File: config.mk
export PLATFORM = sky130hd
export DESIGN_NAME = alu_issue_stage
export DESIGN_NICKNAME = d
export VERILOG_FILES = /design/src/rtl/alu_pkg.sv /design/src/rtl/alu.sv /design/src/rtl/alu_cmd_fifo.sv /design/src/rtl/alu_issue_stage.sv
export SDC_FILE = /design/constraint.sdc
export NUM_CORES = 1
export LEC_CHECK = 0
export ABC_AREA = 1
export BUFFER_PORTS_ARGS = -buffer_cell sky130_fd_sc_hd__buf_2
export CORE_ASPECT_RATIO = 0.7
export CORE_MARGIN = 2
export CORE_UTILIZATION = 36
export CTS_CLUSTER_DIAMETER = 40
export CTS_CLUSTER_SIZE = 30
export DETAILED_ROUTE_END_ITERATION = 6
export GPL_ROUTABILITY_DRIVEN = 0
export PLACE_DENSITY_LB_ADDON = 0.1
export SKIP_CTS_REPAIR_TIMING = 1
export SLEW_MARGIN = 20
export SYNTH_ARGS = -nofsm -noshare
export SYNTH_HDL_FRONTEND = slang
export SYNTH_SLANG_ARGS = --single-unit
File: constraint.sdc
create_clock -name clk -period 5 [get_ports clk]
set_clock_uncertainty 0.05 [all_clocks]
set_input_delay 1 -clock clk [delete_from_list [all_inputs] [get_ports clk]]
set_output_delay 1 -clock clk [all_outputs]
set_load 0.1 [all_outputs]
File: src/rtl/alu_pkg.sv
// -----------------------------------------------------------------------------
// alu_pkg
// Shared definitions for the ALU issue stage: the default operand width, the
// default command-queue depth and the 3-bit opcode encodings.
// -----------------------------------------------------------------------------
package alu_pkg;

  // Default operand/result width and command-queue depth.
  localparam int unsigned ALU_WIDTH = 4;
  localparam int unsigned ALU_DEPTH = 4;

  // Opcode field width and encodings.
  localparam int unsigned OP_W = 3;

  localparam logic [OP_W-1:0] OP_ADD = 3'b000;
  localparam logic [OP_W-1:0] OP_SUB = 3'b001;
  localparam logic [OP_W-1:0] OP_AND = 3'b010;
  localparam logic [OP_W-1:0] OP_OR  = 3'b011;
  localparam logic [OP_W-1:0] OP_XOR = 3'b100;
  localparam logic [OP_W-1:0] OP_NOT = 3'b101;  // ~a
  localparam logic [OP_W-1:0] OP_SHL = 3'b110;  // a << 1
  localparam logic [OP_W-1:0] OP_SHR = 3'b111;  // a >> 1, zero fill

endpackage : alu_pkg

File: src/rtl/alu.sv
// -----------------------------------------------------------------------------
// alu
// Purely combinational ALU. Computes a WIDTH-bit result (wrapping modulo
// 2^WIDTH) plus zero and carry flags for the eight alu_pkg opcodes.
//
// Ports
//   op     in  [OP_W-1:0]   opcode
//   a, b   in  [WIDTH-1:0]  operands
//   result out [WIDTH-1:0]  a op b
//   zero   out              result == 0
//   carry  out              ADD carry-out, SUB borrow, shifted-out bit, else 0
// -----------------------------------------------------------------------------
module alu
  import alu_pkg::*;
#(
  parameter int unsigned WIDTH = ALU_WIDTH
) (
  input  logic [OP_W-1:0]  op,
  input  logic [WIDTH-1:0] a,
  input  logic [WIDTH-1:0] b,
  output logic [WIDTH-1:0] result,
  output logic             zero,
  output logic             carry
);

  // One extra bit captures the ADD carry-out.
  logic [WIDTH:0] sum;
  assign sum = {1'b0, a} + {1'b0, b};

  always_comb begin
    // NOTE: every output gets a default before the case so that no path
    // leaves it unassigned; otherwise synthesis infers a latch.
    result = '0;
    carry  = 1'b0;
    case (op)
      OP_ADD: begin
        result = sum[WIDTH-1:0];
        carry  = sum[WIDTH];
      end
      OP_SUB: begin
        result = a - b;
        carry  = (a < b);  // borrow
      end
      OP_AND: result = a & b;
      OP_OR:  result = a | b;
      OP_XOR: result = a ^ b;
      OP_NOT: result = ~a;
      OP_SHL: begin
        result = a << 1;
        carry  = a[WIDTH-1];
      end
      OP_SHR: begin
        result = a >> 1;
        carry  = a[0];
      end
      default: ;
    endcase
  end

  assign zero = (result == '0);

endmodule : alu

File: src/rtl/alu_cmd_fifo.sv
// -----------------------------------------------------------------------------
// alu_cmd_fifo
// Synchronous FIFO holding packed ALU commands. The head entry is presented
// combinationally on pop_data so the consumer can compute from it in the same
// cycle it pops. Pushes while full and pops while empty are ignored.
//
// Ports
//   clk, rst_n  clock and asynchronous active-low reset
//   push        write push_data at the tail
//   push_data   [ENTRY_W-1:0] entry to write
//   pop         retire the head entry
//   pop_data    [ENTRY_W-1:0] current head entry (valid when !empty)
//   empty/full  occupancy status
//   level       [LVL_W-1:0] number of stored entries
// -----------------------------------------------------------------------------
module alu_cmd_fifo #(
  parameter  int unsigned ENTRY_W = 11,
  parameter  int unsigned DEPTH   = 4,   // power of two, >= 2
  localparam int unsigned PTR_W   = $clog2(DEPTH),
  localparam int unsigned LVL_W   = $clog2(DEPTH + 1)
) (
  input  logic               clk,
  input  logic               rst_n,
  input  logic               push,
  input  logic [ENTRY_W-1:0] push_data,
  input  logic               pop,
  output logic [ENTRY_W-1:0] pop_data,
  output logic               empty,
  output logic               full,
  output logic [LVL_W-1:0]   level
);

  logic [ENTRY_W-1:0] mem_q [DEPTH];

  logic [PTR_W-1:0] wr_ptr_q, wr_ptr_d;
  logic [PTR_W-1:0] rd_ptr_q, rd_ptr_d;
  logic [LVL_W-1:0] count_q,  count_d;

  logic do_push;
  logic do_pop;

  assign empty   = (count_q == '0);
  assign full    = (count_q == LVL_W'(DEPTH));
  assign level   = count_q;
  assign do_push = push & ~full;
  assign do_pop  = pop & ~empty;

  assign pop_data = mem_q[rd_ptr_q];

  // Pointers are exactly log2(DEPTH) bits wide, so plain increment wraps
  // modulo DEPTH for free.
  always_comb begin
    wr_ptr_d = wr_ptr_q;
    rd_ptr_d = rd_ptr_q;
    count_d  = count_q;
    if (do_push) wr_ptr_d = wr_ptr_q + PTR_W'(1);
    if (do_pop)  rd_ptr_d = rd_ptr_q + PTR_W'(1);
    case ({do_push, do_pop})
      2'b10:   count_d = count_q + LVL_W'(1);
      2'b01:   count_d = count_q - LVL_W'(1);
      default: ;  // idle, or push and pop together: occupancy unchanged
    endcase
  end

  // NOTE: state registers use non-blocking assignments so every flop samples
  // the pre-edge values, independent of statement order.
  always_ff @(posedge clk or negedge rst_n) begin
    if (!rst_n) begin
      wr_ptr_q <= '0;
      rd_ptr_q <= '0;
      count_q  <= '0;
    end else begin
      wr_ptr_q <= wr_ptr_d;
      rd_ptr_q <= rd_ptr_d;
      count_q  <= count_d;
    end
  end

  // NOTE: the storage array is deliberately not reset; validity is carried
  // entirely by the pointers and count, and a reset on the array would only
  // cost a reset net to every storage bit.
  always_ff @(posedge clk) begin
    if (do_push) mem_q[wr_ptr_q] <= push_data;
  end

endmodule : alu_cmd_fifo

File: src/rtl/alu_issue_stage.sv
// -----------------------------------------------------------------------------
// alu_issue_stage
// Queues ALU commands, computes each one from the queue head and holds the
// result in a valid/ready output register. A command accepted at edge N is
// visible on the outputs after edge N+1; with out_ready held high the stage
// sustains one result per cycle.
//
// Ports
//   clk, rst_n               clock and asynchronous active-low reset
//   in_valid / in_ready      command handshake (in_ready = level < DEPTH)
//   in_op, in_a, in_b        opcode and WIDTH-bit operands
//   out_valid / out_ready    result handshake
//   out_result               registered WIDTH-bit result
//   out_zero, out_carry      registered flags
//   sticky_carry             set by any output load with carry = 1
//   clr_sticky               synchronous clear of sticky_carry (set wins)
//   level                    command-queue occupancy
// -----------------------------------------------------------------------------
module alu_issue_stage
  import alu_pkg::*;
#(
  parameter  int unsigned WIDTH = ALU_WIDTH,
  parameter  int unsigned DEPTH = ALU_DEPTH,   // power of two, >= 2
  localparam int unsigned LVL_W = $clog2(DEPTH + 1)
) (
  input  logic             clk,
  input  logic             rst_n,
  input  logic             in_valid,
  output logic             in_ready,
  input  logic [OP_W-1:0]  in_op,
  input  logic [WIDTH-1:0] in_a,
  input  logic [WIDTH-1:0] in_b,
  output logic             out_valid,
  input  logic             out_ready,
  output logic [WIDTH-1:0] out_result,
  output logic             out_zero,
  output logic             out_carry,
  output logic             sticky_carry,
  input  logic             clr_sticky,
  output logic [LVL_W-1:0] level
);

  localparam int unsigned ENTRY_W = OP_W + 2 * WIDTH;

  // ---------------------------------------------------------------------------
  // Command queue
  // ---------------------------------------------------------------------------
  logic               fifo_empty;
  logic               fifo_full;
  logic               push;
  logic               pop;
  logic [ENTRY_W-1:0] head;

  // Held low through reset and released by the first edge afterwards, so
  // in_ready stays 0 while rst_n is low even though the queue reads empty.
  logic accept_en_q, accept_en_d;

  assign in_ready = accept_en_q & ~fifo_full;
  assign push     = in_valid & in_ready;

  alu_cmd_fifo #(
    .ENTRY_W (ENTRY_W),
    .DEPTH   (DEPTH)
  ) u_cmd_fifo (
    .clk       (clk),
    .rst_n     (rst_n),
    .push      (push),
    .push_data ({in_op, in_a, in_b}),
    .pop       (pop),
    .pop_data  (head),
    .empty     (fifo_empty),
    .full      (fifo_full),
    .level     (level)
  );

  // ---------------------------------------------------------------------------
  // Datapath from the queue head
  // ---------------------------------------------------------------------------
  logic [OP_W-1:0]  head_op;
  logic [WIDTH-1:0] head_a;
  logic [WIDTH-1:0] head_b;
  logic [WIDTH-1:0] alu_result;
  logic             alu_zero;
  logic             alu_carry;

  assign head_op = head[ENTRY_W-1 -: OP_W];
  assign head_a  = head[2*WIDTH-1 -: WIDTH];
  assign head_b  = head[WIDTH-1:0];

  alu #(
    .WIDTH (WIDTH)
  ) u_alu (
    .op     (head_op),
    .a      (head_a),
    .b      (head_b),
    .result (alu_result),
    .zero   (alu_zero),
    .carry  (alu_carry)
  );

  // ---------------------------------------------------------------------------
  // Output register
  // ---------------------------------------------------------------------------
  logic             out_valid_q, out_valid_d;
  logic [WIDTH-1:0] result_q,    result_d;
  logic             zero_q,      zero_d;
  logic             carry_q,     carry_d;
  logic             sticky_q,    sticky_d;

  // The register loads whenever it is empty or being drained this edge;
  // that load is the queue pop.
  assign pop = ~fifo_empty & (~out_valid_q | out_ready);

  always_comb begin
    out_valid_d = out_valid_q;
    result_d    = result_q;
    zero_d      = zero_q;
    carry_d     = carry_q;
    sticky_d    = sticky_q;
    accept_en_d = 1'b1;

    if (pop) begin
      out_valid_d = 1'b1;
      result_d    = alu_result;
      zero_d      = alu_zero;
      carry_d     = alu_carry;
    end else if (out_ready) begin
      // Handshake with nothing queued behind it.
      out_valid_d = 1'b0;
    end

    // Clear first so that a carry load on the same edge overrides it.
    if (clr_sticky)         sticky_d = 1'b0;
    if (pop && alu_carry)   sticky_d = 1'b1;
  end

  always_ff @(posedge clk or negedge rst_n) begin
    if (!rst_n) begin
      accept_en_q <= 1'b0;
      out_valid_q <= 1'b0;
      result_q    <= '0;
      zero_q      <= 1'b0;
      carry_q     <= 1'b0;
      sticky_q    <= 1'b0;
    end else begin
      accept_en_q <= accept_en_d;
      out_valid_q <= out_valid_d;
      result_q    <= result_d;
      zero_q      <= zero_d;
      carry_q     <= carry_d;
      sticky_q    <= sticky_d;
    end
  end

  assign out_valid    = out_valid_q;
  assign out_result   = result_q;
  assign out_zero     = zero_q;
  assign out_carry    = carry_q;
  assign sticky_carry = sticky_q;

endmodule : alu_issue_stage
# --- Word-level counts from Yosys, hierarchy flattened ---
# Memories as Yosys holds them, arrays and structs flattened.
# Index checks and enable logic that the tools add are counted.
# Widths: inputs -> output; s select.
totals:
  latchBits: 0
  mem_bits_rw: 44
  wordCells: 56
  reg_bits: 16
  input_bits: 16
  mem_bits_ro: 0
  n_memories: 1
memory_table:
  columns: ["memory", "words", "width", "read_ports", "rd_ports_with_merged_regs", "write_ports", "line", "source"]
  rows:
  - ["u_cmd_fifo.mem_q", 4, 11, 1, 0, 1, "alu_cmd_fifo.sv:33", "logic [ENTRY_W-1:0] mem_q [DEPTH];"]
op_classes:
  div_mod_pow: 0
  reduce_logical: 7
  eq_ne: 10
  n_shift: 0
  addsub: 6
  n_bitwise: 13
  n_mul: 0
  magnitude_cmp: 1
  mux: 9
op_table:
  columns: ["op", "n"]
  rows:
  - ["$pmux 4 s8", 1]
  - ["$eq 3x3->1 const B", 5]
  - ["$eq 3x2->1 const B", 2]
  - ["$logic_not 3->1", 2]
  - ["$mux 1", 6]
  - ["$pmux 3 s2", 1]
  - ["$reduce_bool 2->1", 3]
  - ["$add 4x4->5", 1]
  - ["$and 1x1->1", 5]
  - ["$add 2x1->2 const B", 2]
  - ["$and 4x4->4", 1]
  - ["$logic_not 4->1", 1]
  - ["$lt 4x4->1", 1]
  - ["$not 4->4", 1]
  - ["$or 4x4->4", 1]
  - ["$pmux 1 s4", 1]
  - ["$sub 4x4->4", 1]
  - ["$xor 4x4->4", 1]
  - ["$add 3x1->3 const B", 1]
  - ["$eq 3x1->1 const B", 1]
  - ["$not 1->1", 3]
  - ["$sub 3x1->3 const B", 1]
  - ["$eq 2x1->1 const B", 1]
  - ["$eq 2x2->1 const B", 1]
  - ["2 further kinds", 2]

# --- Depth between registers and ports, before layout ---
# Gate-level depths: netlist (run 1).
depth:
  depth_word: 7
  depth_mapped: 20
  mapped_depth_nobuf: 19

# --- Modules after synthesis ---
# A second synthesis (run 1) with hierarchy kept.
hier_totals:
  cells_unflattened: 358
  area_unflattened_um2: 3345.7
modules_own_cells:
  columns: ["mod", "cells_each", "area_per_inst_um2", "instances"]
  rows:
  - ["alu_cmd_fifo", 189, 2209.6, 1]
  - ["alu", 129, 768.2, 1]
  - ["alu_issue_stage", 40, 367.9, 1]

# --- Worst setup path before layout (run 1) ---
# No wires, ideal clock.
synth_timing:
  path_type: "register to register"
  startpoint: "register u_cmd_fifo.count_q[1], in the netlist u_cmd_fifo.level[1]"
  endpoint: "register u_cmd_fifo.count_q[1], in the netlist u_cmd_fifo.level[1]"
  slack_ns: 0.414
  required_ns: 4.867
  arrival_time_ns: 4.453
  synth_period_minus_slack_ns: 4.586
  path_stages_with_launch: 8
  path_cell_list: "dfrtp_1 -> inv_1 -> a31oi_1 -> nand2_1 -> ha_1 -> inv_1 -> fa_1 -> o21ai_0"
synth_between:
  elab_chain_cells: 7
  elab_cells_between_ends: 15
synth_lines:
  columns: ["item", "line", "source"]
  rows:
  - ["start, declared", "alu_cmd_fifo.sv:37", "logic [LVL_W-1:0] count_q, count_d;"]
  - ["start signal, assigned", "alu_cmd_fifo.sv:75", "count_q <= count_d;"]
  - ["$eq 3x3->1 *", "alu_cmd_fifo.sv:43", "assign full = (count_q == LVL_W'(DEPTH));"]
  - ["$not 1->1 *", "alu_issue_stage.sv:58", "assign in_ready = accept_en_q & ~fifo_full;"]
  - ["$and 1x1->1 *", "alu_issue_stage.sv:58", null]
  - ["via in_ready", "alu_issue_stage.sv:29", "output logic in_ready,"]
  - ["$and 1x1->1 *", "alu_issue_stage.sv:59", "assign push = in_valid & in_ready;"]
  - ["$and 1x1->1 *", "alu_cmd_fifo.sv:45", "assign do_push = push & ~full;"]
  - ["$eq 2x1->1 / $eq 2x2->1 (equally long branches)", "alu_cmd_fifo.sv:58", "case ({do_push, do_pop})"]
  - ["$pmux 3 s2 / $reduce_bool 2->1 (equally long branches)", null, null]
# Mark *: on every way through the listed nets, which the timed path passes. The rest lies on a longest branch.
# A chain may end at the register's enable or synchronous reset.

# --- Final worst setup path (run 1) ---
layout_timing:
  startpoint: "register u_cmd_fifo.rd_ptr_q[0]"
  endpoint: "register sticky_q, in the netlist sticky_carry"
layout_between:
  elab_chain_cells: 5
  elab_cells_between_ends: 11
layout_lines:
  columns: ["item", "line", "source"]
  rows:
  - ["start, declared", "alu_cmd_fifo.sv:36", "logic [PTR_W-1:0] rd_ptr_q, rd_ptr_d;"]
  - ["start signal, assigned", "alu_cmd_fifo.sv:74", "rd_ptr_q <= rd_ptr_d;"]
  - ["$mem_v2 4x11 *", null, null]
  - ["$add 4x4->5 (tied with other cells)", "alu.sv:28", "assign sum = {1'b0, a} + {1'b0, b};"]
  - ["$pmux 1 s4 *", "alu.sv:35", "case (op)"]
  - ["$logic_and 1x1->1 *", "alu_issue_stage.sv:134", "if (pop && alu_carry) sticky_d = 1'b1;"]
  - ["$mux 1 / $reduce_bool 2->1 (equally long branches)", null, null]
  - ["end signal, assigned", "alu_issue_stage.sv:151", "sticky_q <= sticky_d;"]
  - ["end, declared", "alu_issue_stage.sv:108", "logic sticky_q, sticky_d;"]
# Mark *: on every way between the ends. The rest lies on a longest branch, timed or not.

==> metrics.txt, run 1 <==
status completed; routed vias/inst 4.53; HPWL Detailed 4810 um; average size of a mapped cell 9.33 um^2; Boundary Pins 28; Layout area overhead 15.8%; Post-Syn Instances 342; port bufs 27; routed len/inst around 13 um; Fin. Hold Viols 0; crit path DAT 3.39 ns; Routed Antenna Nets 0; First DRT Iteration DRCs ~170; Die Y 82.8 um; share of cells above drive strength 1 0.157; initial antenna violation count 0; first-pass GRT wire length 10700 um; Synth cell types 30; worst-margin pin slew 0.976 ns; CTS tree done; reg2reg setup slack 1.76 ns; Slew Viols, Final 0; Worst setup SP type flop; worst path required time 5.15 ns; crit path time final 3.24 ns; router iterations before antenna repair 5; end of the critical path sticky_carry; total CTS buffers 9; Max Buffers Root-to-Sink 2; Hold WC Path Type flop to flop; via count between 2000 and 2500; Root Driver clkbuf_16; Final setup viols 0; Clock Latency Late Sink 0.32 ns; # fillers 839; TNS Setup 0 ns; crit end category flop; Reg clk slew, reported paths 0.05 ns; DRC viols 0; reg2reg start u_cmd_fifo.rd_ptr_q[0]; H-tree depth 3; Synthesis Warnings 0; Synth Cell Area 0.00319 mm^2; vias in the first global route 2116; worst setup path class flop to flop; Die Wd 117 um; RR Endpoint sticky_carry; worst-path fanout max 30; period utilisation layout 0.647; Post-Layout Cell Count around 500; largest net degree at the start of global routing 31; crit path launch u_cmd_fifo.rd_ptr_q[0]; drt total wl between 6000 and 7000 um; FMAX 0.309 GHz; Slew HR 0.347; Initial Utilization 0.373; number of diodes 0; all-layer global routing usage 0.153; RSZ-0062 raised after global routing no; post-synthesis sequential area ratio 0.539; Max-Cap Viols 0; grt ovf 0; Row Count 28; FF+latch count, synth 60; Placed Cells incl. Taps 480; clock sinks 60; Core Area 0.00855 mm^2; r2r worst-path depth 15; nets 407; die area between 0.009 and 0.01 mm^2; syn nets between 300 and 400
==> Yosys cell counts (all sizes together) <==
cell / count / area [um^2]
a22oi: 1 / 7.51
dfrtp: 16 / 400
xnor2: 2 / 17.5
a32oi: 4 / 35.0
edfxtp: 44 / 1320
nand4: 3 / 18.8
nor3: 1 / 5.00
nor2: 34 / 138
fa: 3 / 60.1
conb: 1 / 3.75
a21oi: 12 / 60.1
o21bai: 1 / 7.51
a31oi: 3 / 33.8
inv: 48 / 180
ha: 17 / 213
o211ai: 1 / 7.51
nand2: 98 / 383
o21a: 1 / 7.51
nand3: 26 / 130
buf: 9 / 58.8
xor2: 5 / 43.8
o21ai: 12 / 60.1
==> per-stage QoR <==
step | setup WS (ns) | utilization | hold slack (ns) | instance area (um^2)
after floorplan | 0.414 | - | 0.507 | 3190
after global placement | 1.75 | 0.400 | 0.410 | 3420
after detailed placement | 1.72 | 0.400 | 0.411 | 3420
after CTS | 1.73 | 0.431 | 0.425 | 3690
after global routing | 1.29 | 0.432 | 0.453 | 3690
final | 1.76 | 0.432 | 0.419 | 3690
==> layout make-up <==
cell class | instances | area (um^2) | area share
clock buffers | 9 | 225 | 0.0610
clock inverters | 7 | 43.8 | 0.0119
inverters | 48 | 180 | 0.0488
multi-input cells | 225 | 1240 | 0.335
flip-flops and latches | 60 | 1720 | 0.466
well taps | 120 | 150 | 0.0406
repair buffers | 27 | 135 | 0.0366
==> worst min path at each step <==
stage | startpoint | end | slack, ns | cells past startpoint
after floorplan | u_cmd_fifo.wr_ptr_q[1] | u_cmd_fifo.wr_ptr_q[1] | 0.51 | 2
after global placement | out_result[1] | out_result[1] | 0.41 | 2
after detailed placement | out_result[1] | out_result[1] | 0.41 | 2
after CTS | out_result[1] | out_result[1] | 0.43 | 2
after global routing | out_result[3] | out_result[3] | 0.45 | 2
final | out_result[1] | out_result[1] | 0.42 | 2
==> kinds of logic after synthesis <==
logic type                 Yosys count  share of synthesized area
and+or+nand+nor                    162                      0.211
DFF                                 60                      0.539
buffers and inverters               57                     0.0749
AOI/OAI and AO/OA                   35                     0.0686
adders and majority gates           20                     0.0855
xor gates and xnor gates             7                     0.0192
other                                1                    0.00117
==> sequential cells by signal, summed over array words and instances (netlist names) <==
register	flops
u_cmd_fifo.mem_q	44
u_cmd_fifo.wr_ptr_q	2
accept_en_q	1
out_result	4
out_carry	1
sticky_carry	1
u_cmd_fifo.level	3
out_zero	1
out_valid	1
u_cmd_fifo.rd_ptr_q	2
==> critical path: stages (launching register included) <==
cell and delay, ns:
dfrtp_1 0.90, inv_2 0.37, nor2_1 0.17, nor2_1 0.05, o21ai_0 0.08, nand2_1 0.14
ha_1 0.25, fa_1 0.39, nand2_1 0.07, inv_1 0.05, o21ai_0 0.15, nand2_1 0.06
a22oi_1 0.15, nand3_1 0.09, nand2_1 0.08, o21ai_1 0.07
==> placed cells by master, fill, tap and decap left out <==
cell type	n
clkinv_1	1
o21ai_0	10
dfrtp_1	16
nand4_1	3
nor3_1	1
nor2_2	7
edfxtp_1	44
o21bai_1	1
a22oi_1	1
xnor2_1	2
nand2_2	6
clkinv_4	2
o21ai_1	2
o21a_1	1
ha_1	17
nand2_1	92
inv_1	45
nand3_1	26
clkbuf_16	9
a32oi_1	4
conb_1	1
nor2_1	27
clkinv_2	3
a21oi_1	12
fa_1	3
inv_2	3
clkinvlp_4	1
a31oi_1	2
xor2_1	5
buf_2	27
o211ai_1	1
a31oi_4	1
==> routing by layer <==
metal | vias to the layer above | share of wire | global-route usage
met1 | 1036 | 0.52 | 0.209
met3 | 4 | 0.047 | 0.0588
li1 | 1167 | - | -
met2 | 38 | 0.43 | 0.226
met4 | 0 | 0.0078 | 0.0447
met5 | - | 0 | 0
Power of run 1 is left out: the tool's default activity adds up to more than one toggle a clock period on the data nets, which glitch-free logic cannot reach.
==> run 2, diff against run 1 <==
- clock period: 5 -> 2.7 ns (I/O delays scaled with it)
==> run 2 against run 1 <==
Wire length increased by 2.1%. Core utilization increased by 1.9 points. Critical endpoint is now out_zero. Fmax increased by 29%. Clock-buffer cell count unchanged. Die area unchanged.
==> metrics.txt, run 2 (synthesis results as in run 1) <==
Die Wd 117 um (unchanged); Core Area 0.00855 mm^2 (unchanged); nets 417 (+2.5%); met1 wire length 3490 um (+2.6%); worst path required time 2.86 ns (-2.29 ns); port bufs 27 (unchanged); Fin. Hold Viols 0 (unchanged); drt total wl 6700 um (+2.1%); First DRT Iteration DRCs 97 (-42%); worst setup path class flop to flop; Reg clk slew, reported paths 0.06 ns (about the same); Max Buffers Root-to-Sink 2 (unchanged); Max-Cap Viols 0 (unchanged); Worst setup SP type flop; RSZ-0062 raised after global routing yes; Post-Layout Cell Count 506 (+2.0%); number of diodes 0 (unchanged); first-pass GRT wire length 10900 um (+1.3%); post-route setup slack 0.192 ns (-1.57 ns); Boundary Pins 28 (unchanged); share of cells above drive strength 1 0.194 (+0.0374); vias in the first global route 2154 (+1.8%); grt ovf 0 (unchanged); period utilisation layout 0.929 (+0.281); TNS Setup 0 ns (unchanged); CP top delay family simple AND/OR/NAND/NOR gates; clock sinks 60 (unchanged); Final setup viols 0 (unchanged); highest metal used met4; via count 2288 (+1.9%); Setup WS pre-CTS 0.123 ns (-1.60 ns); crit path time final 2.51 ns (-0.729 ns); CTS tree done; most common cell after layout, fill and taps aside nand2_1; Routed Antenna Nets 0 (unchanged); worst-path cell chain buf_6 -> nand2_1 -> a32oi_1 -> inv_1 -> ha_1 -> a21oi_1 -> nor2_1 -> nor2_1 -> xor2_1 -> nand2_1 -> nand3_1 -> nor2_1 -> nand2_1 -> nand2_1; Initial Utilization 0.373 (unchanged); Layout area overhead 20.8%; status completed; routed len/inst 13.2 um (about the same); router iterations before antenna repair 4 (-1); Top reg by flops u_cmd_fifo.mem_q; Placed Cells incl. Taps 490 (+2.1%); DRC viols 0 (unchanged); worst-path fanout max 17 (-43%); initial antenna violation count 0 (unchanged); Met2 Routed Length 2850 um (+2.1%); die area 0.00965 mm^2 (unchanged); largest net degree at the start of global routing 18 (-42%); Root Driver clkbuf_16; Die Y 82.8 um (unchanged); most frequent cells in the layout nand2_1 (91), inv_1 (45), edfxtp_1 (44); slowest cell delay on critical path 0.42 ns (-0.48 ns); routed vias/inst 4.52 (about the same); Hold WC Path Type input pin to async pin; Clock Latency Late Sink 0.33 ns (about the same); H-tree depth 3 (unchanged); crit end category flop; max reg flops 44 (unchanged); total CTS buffers 9 (unchanged); CP dominant cell by count nand2_1; metal3 WL 271 um (-12%); all-layer global routing usage 0.155 (+0.00260); Row Count 28 (unchanged); FMAX 0.399 GHz (+29%); slowest CP cell dfrtp_2; worst path bufs/invs 2 (unchanged); HPWL Detailed 4910 um (+2.2%); crit path DAT 2.67 ns (-0.72 ns); Slew Viols, Final 0 (unchanged)
run 2: cell type report:
| cell class | instances | area (um^2) |
|---|---|---|
| multi-input cells | 225 | 1270 |
| inverters | 48 | 185 |
| flip-flops and latches | 60 | 1730 |
| clock inverters | 7 | 75.1 |
| repair buffers | 37 | 214 |
| well taps | 120 | 150 |
| clock buffers | 9 | 225 |
| fillers | 848 | 4690 |
run 2: per-layer routing:
layer,vias up,track usage
met5,-,0
met4,0,0.0612
met3,9,0.0450
met2,37,0.230
met1,1051,0.215
li1,1191,-
run 2: path summary, 6_finish.rpt:
kind	startpoint	end	slack [ns]	cells past startpoint
worst max register to register	u_cmd_fifo.rd_ptr_q[0]	out_zero	0.19	14
worst max-delay path	u_cmd_fifo.rd_ptr_q[0]	out_zero	0.19	14
min in group clk	clr_sticky	sticky_carry	0.33	2
worst min-delay path	rst_n	out_result[3]	0.09	1
max in group asynchronous	rst_n	u_cmd_fifo.level[0]	2.19	1
worst min register to register	out_result[2]	out_result[2]	0.42	2
run 2: through the flow:
| step | utilization | hold WS, ns | instance area [um^2] |
|---|---|---|---|
| global route | 0.451 | 0.106 | 3850 |
| CTS | 0.447 | 0.0851 | 3820 |
| detailed placement | 0.412 | 0.412 | 3520 |
| finish | 0.451 | 0.0862 | 3850 |
| global placement | 0.412 | 0.407 | 3520 |
| floorplan | - | 0.194 | 3220 |
run 2: worst reg2reg max path, stage by stage, from the launching register on:
cell and delay [ns]:
dfrtp_2 0.42, buf_6 0.18, nand2_1 0.07, a32oi_1 0.33, inv_1 0.13, ha_1 0.35
a21oi_1 0.17, nor2_1 0.06, nor2_1 0.14, xor2_1 0.17, nand2_1 0.06, nand3_1 0.10
nor2_1 0.05, nand2_1 0.06, nand2_1 0.05
Power of run 2 is left out for the same reason.
